File: config.mk
export PLATFORM = sky130hd
export DESIGN_NAME = alu16_ref
export DESIGN_NICKNAME = d
export VERILOG_FILES = /design/src/rtl/alu16_pkg.sv /design/src/rtl/alu16_ref.sv
export SDC_FILE = /design/constraint.sdc
export NUM_CORES = 1
export LEC_CHECK = 0
export ABC_AREA = 1
export CAP_MARGIN = 20
export CORE_ASPECT_RATIO = 1.5
export CORE_MARGIN = 2
export CORE_UTILIZATION = 51
export DETAILED_ROUTE_END_ITERATION = 16
export GPL_TIMING_DRIVEN = 0
export PLACE_DENSITY_LB_ADDON = 0.15
export REMOVE_ABC_BUFFERS = 1
export SLEW_MARGIN = 20
export SYNTH_ARGS = -nofsm -noshare
export SYNTH_HDL_FRONTEND = slang
export SYNTH_SLANG_ARGS = --single-unit
export TNS_END_PERCENT = 50
File: constraint.sdc
create_clock -name vclk -period 1.5
set_input_delay 0.15 -clock vclk [all_inputs]
set_output_delay 0.15 -clock vclk [all_outputs]
set_load 0.01 [all_outputs]
File: src/rtl/alu16_pkg.sv
// Shared definitions for the ALU16 checker: data width, opcodes,
// checker FSM encoding and the delay-line sample record.
package alu16_pkg;

  localparam int DW = 16;

  localparam logic [1:0] OP_ADD = 2'b00;
  localparam logic [1:0] OP_SUB = 2'b01;
  localparam logic [1:0] OP_AND = 2'b10;
  localparam logic [1:0] OP_OR  = 2'b11;

  typedef enum logic [1:0] {
    ST_IDLE  = 2'b00,
    ST_RUN   = 2'b01,
    ST_DRAIN = 2'b10,
    ST_DONE  = 2'b11
  } state_t;

  // One accepted operand sample travelling towards the compare stage.
  typedef struct packed {
    logic          v;
    logic [1:0]    sel;
    logic [DW-1:0] a;
    logic [DW-1:0] b;
  } smp_t;

endpackage

File: src/rtl/alu16_ref.sv
// Combinational golden model of the 16-bit ALU: result and signed overflow.
module alu16_ref
  import alu16_pkg::*;
(
  input  logic [DW-1:0] ina,
  input  logic [DW-1:0] inb,
  input  logic [1:0]    sel,
  output logic [DW-1:0] exp_out,
  output logic          exp_ov
);

  logic [DW-1:0] sum_s;
  logic [DW-1:0] dif_s;

  assign sum_s = ina + inb;
  assign dif_s = ina - inb;

  // Opcode decode; overflow only meaningful for the arithmetic ops.
  always_comb begin
    exp_out = {DW{1'b0}};
    exp_ov  = 1'b0;
    case (sel)
      OP_ADD: begin
        exp_out = sum_s;
        exp_ov  = (ina[DW-1] == inb[DW-1]) && (sum_s[DW-1] != ina[DW-1]);
      end
      OP_SUB: begin
        exp_out = dif_s;
        exp_ov  = (ina[DW-1] != inb[DW-1]) && (dif_s[DW-1] != ina[DW-1]);
      end
      OP_AND: begin
        exp_out = ina & inb;
        exp_ov  = 1'b0;
      end
      OP_OR: begin
        exp_out = ina | inb;
        exp_ov  = 1'b0;
      end
      default: begin
        exp_out = {DW{1'b0}};
        exp_ov  = 1'b0;
      end
    endcase
  end

endmodule

# Word level (Yosys, flattened, before mapping)

Cells that the tools add are included.
Widths: inputs -> output; s select.

Flip-flop bits (word level): 0
Bits of input ports: 34
Output and inout bits: 17
Logic and storage cells: 17

Add/sub/neg operators: 2
Equality and inequality tests: 7
Mux-type cells: 2
Bitwise operators: 2
Reductions and logical operators: 4

Operator list:

| operator           | count |
|---|---|
| $pmux 16 s4        | 1 |
| $add 16x16->16     | 1 |
| $and 16x16->16     | 1 |
| $or 16x16->16      | 1 |
| $sub 16x16->16     | 1 |
| $eq 2x2->1 const B | 2 |
| $ne 1x1->1         | 3 |
| $pmux 1 s3         | 1 |
| $eq 2x1->1 const B | 1 |
| $logic_and 1x1->1  | 2 |
| $logic_not 2->1    | 1 |
| $reduce_or 2->1    | 1 |
| $eq 1x1->1         | 1 |

# Longest topological paths before layout

Word-level depth: 4
Mapped depth: 14
Gate-level depth less buffers: 13

# Least setup slack after synthesis

No wires, ideal clock.

Path kind: in2out
Start: input ina[0]
End: output exp_out[10]
Arrival: 1.424 ns
Required time: 1.350 ns
Slack: -0.074 ns
Cell stages on the path: 13
Buffers on the path: 0
Path through: inv_1 ha_1 inv_1 fa_1 nand2_1 nand2_1 nand3_1 nand2_1 nand3_1 nand2_1 nand2_1 nand3_1 nand3b_1

Cells in the longest elaborated chain, start to end: 2
Elaborated cells on any way between the ends: 3
Classes of those cells: 2 x add/sub; 1 x mux

Ends and longest elaborated chain:

| item                                                    | line                             | RTL |
|---|---|---|
| start, declared                                         | alu16_ref.sv:5                   | `input logic [DW-1:0] ina,` |
| $sub 16x16->16 / $add 16x16->16 (equally long branches) | alu16_ref.sv:16, alu16_ref.sv:15 |  |
| $pmux 16 s4 (*)                                         | alu16_ref.sv:22                  | `case (sel)` |
| end, declared                                           | alu16_ref.sv:8                   | `output logic [DW-1:0] exp_out,` |

Mark *: on every way between the ends. The rest lies on a longest branch, timed or not.

# Worst setup path after layout

Start: input inb[0]
End: output exp_out[8]

Cells in the longest elaborated chain, start to end: 2
Elaborated cells on any way between the ends: 3
Classes of those cells: 2 x add/sub; 1 x mux

Ends and longest elaborated chain:

| item                                                    | line                             | RTL |
|---|---|---|
| start, declared                                         | alu16_ref.sv:6                   | `input logic [DW-1:0] inb,` |
| $sub 16x16->16 / $add 16x16->16 (equally long branches) | alu16_ref.sv:16, alu16_ref.sv:15 |  |
| $pmux 16 s4 (*)                                         | alu16_ref.sv:22                  |  |

Marks and branches as above.

==> impl_metrics.py <==
metrics = {
    "yosys": {
        "synthMuxAreaShare": 0,
        "synthAdderAreaFrac": 0.2288,
        "syn-mean-instance-area_sq_um": 5.404,
        "yosysWarnings": 0,
        "synthSimpleGateAreaFrac": 0.4658,
        "synth_xor_area_frac": 0.009572,
        "synth.largest_area_cell": "nand2_1",
        "synth_cells": 508,
        "yosys.cell_types.count": 33,
        "yosysSeqAreaShare": 0,
        "synth_top_family_by_area": "simple AND/OR/NAND/NOR gates",
        "ys_top_cells_by_area": "nand2_1, ha_1, inv_1",
        "synth-compound-area-share": 0.1003,
        "synth_top_area_share": 0.2201,
        "netlist_area_sq_um": 2745,
    },
    "drt": {
        "totalWireLength_microns": 14900,
        "drc_errors": 0,
        "ant_nets": 0,
        "first_pass_iters": 8,
        "drt_iter0_markers": 516,
        "vias": 4293,
        "viasPerCell": 6.369,
        "avgRoutedWirePerCell_microns": 22.10,
    },
    "sta": {
        "finalCritPeriodShare": 1.352,
        "rsz0062_at_grt": "true",
        "max_freq_mhz": 493.0,
        "maxSlewHeadroom": 0.6186,
        "finalSetupViolCount": 17,
        "slew_violations": 0,
        "hold_violations": 0,
        "setup_ws_ns": -0.5285,
        "tightest_slew_ns": 0.5707,
        "fin_crit_ns": 2.028,
    },
    "final_layout": {
        "clkbuf_count": 0,
        "antenna_cells": 0,
        "flops_and_latches": 0,
        "final_util": 0.8883,
        "final_cell_mix": "nand2_1, inv_1, nand2_2",
        "area_growth_pct": 67.14,
        "nets": 691,
        "register_area_sq_um": 0,
        "layout.cells.most_common": "nand2_1",
        "drive_above_1_share": 0.5429,
    },
    "critical_path": {
        "critPathMaxFanout": 4,
        "worstSetupPathType": "in -> out",
        "critPathArrivalTime_ns": 1.88,
        "endpoint_kind": "output port",
        "crit_path_start_kind": "input port",
        "required_ns": 1.35,
    },
    "pwr": {
        "p_leak_nw": 2.429,
        "irDropWorstVdd_v": 0.0002559,
        "p_per_area_nw_per_um2": 448.8,
    },
    "grt": {
        "antenna_found_initial": 0,
        "grt_max_degree": 17,
        "track_usage": 0.3430,
        "grt-ovfl-total": 0,
        "grt_pass1_vias": 3875,
        "grt_pass1_wl_microns": 16660,
    },
    "floorplanning": {
        "fp-row-count": 32,
        "fp.dieArea_sq_um": 5998,
        "boundaryPins": 51,
        "die_x_microns": 63.91,
        "start_util": 0.5315,
        "core_sq_um": 5165,
        "die_height_microns": 93.86,
    },
    "flow_run": {
        "maxCapViolations": 0,
    },
    "placement": {
        "place_congestion": 0.9855,
        "dp_hpwl_microns": 6268,
        "place_worst_setup_slack_ns": -1.420,
        "port_buffers": 51,
    },
    "outcome": {
        "outcome": "finished, violations left",
        "violations": "negative setup slack",
    },
    "hold_path": {
        "hold_class": "in -> out",
    },
    "clock_network": {
        "hold_buffers": 0,
    },
}
-- synthesized netlist by cell type, drive strengths merged (3+ instances only) --
library cell	n
nor2	34
xor2	3
o2111ai	3
nand3b	5
inv	112
a21oi	19
nand2	171
nand4	10
nand3	58
ha	47
or2	3
o22ai	6
and2	3
o21ai	11
buf	13
-- final cells by class --
| type | count | area (sq um) |
|---|---|---|
| Multi-Input combinational cell | 381 | 3133 |
| Fill cell | 233 | 576.8 |
| Inverter | 113 | 474.2 |
| Tap cell | 68 | 85.08 |
| Timing Repair Buffer | 112 | 895.9 |
-- report_power, final --
part	leakage (nW)	total, mW	internal (mW)	switching, mW
combinational	2.43	2.06	0.804	1.25
sequential	0	0	0	0
clock	0	0	0	0
-- layer usage --
metal  vias to the layer above  global-route usage  wire length [microns]
li1                       1776                   -                      -
met1                      1903              0.3302                   4684
met2                       419              0.6441                   6805
met3                       195             0.03597                   1492
met4                         0              0.2754                   1915
met5                         -                   0                      0
-- worst paths after layout --
check	cells after the start	from	endpoint
max	12	inb[0]	exp_out[8]
min	5	ina[2]	exp_out[2]
-- metrics by stage --
step / std cells / hold slack [ns] / power, mW / cell area (sq um) / setup TNS (ns)
CTS: 662 / 0.8436 / 1.572 / 4105 / -3.651
floorplan: 494 / 0.3774 / 0.7648 / 2633 / -0.7996
global route: 674 / 0.8520 / 2.137 / 4588 / -6.930
detailed placement: 613 / 1.403 / 1.181 / 3231 / -20.82
finish: 674 / 0.8333 / 2.059 / 4588 / -5.787
global placement: 613 / 1.370 / 1.166 / 3228 / -21.03
-- critical path, stage by stage --
cell and delay [ns]:
buf_8 0.09, ha_4 0.15, inv_4 0.04, fa_2 0.42, inv_4 0.13, nand2_4 0.11, nand3_4 0.14, nand2_4 0.08
nand3_1 0.19, nand3_2 0.11, nand3b_1 0.11, buf_2 0.14
-- cells by family (layout without fill, tap and decap cells) --
| logic type | Yosys count | in the layout |
|---|---|---|
| simple gates | 286 | 286 |
| buf+inv | 127 | 225 |
| fa+ha+maj | 49 | 49 |
| compound gates | 43 | 43 |
| xor+xnor | 3 | 3 |
-- timing repair --
| action | CTS | global route |
|---|---|---|
| endpoints found under the hold margin | 0 | 0 |
| buffers inserted | 49 | 12 |
| setup endpoints to repair | 17 | 17 |
| pin swaps | 78 | 59 |
| resized for setup | 376 | 122 |
(Power assumes the default switching activity.)
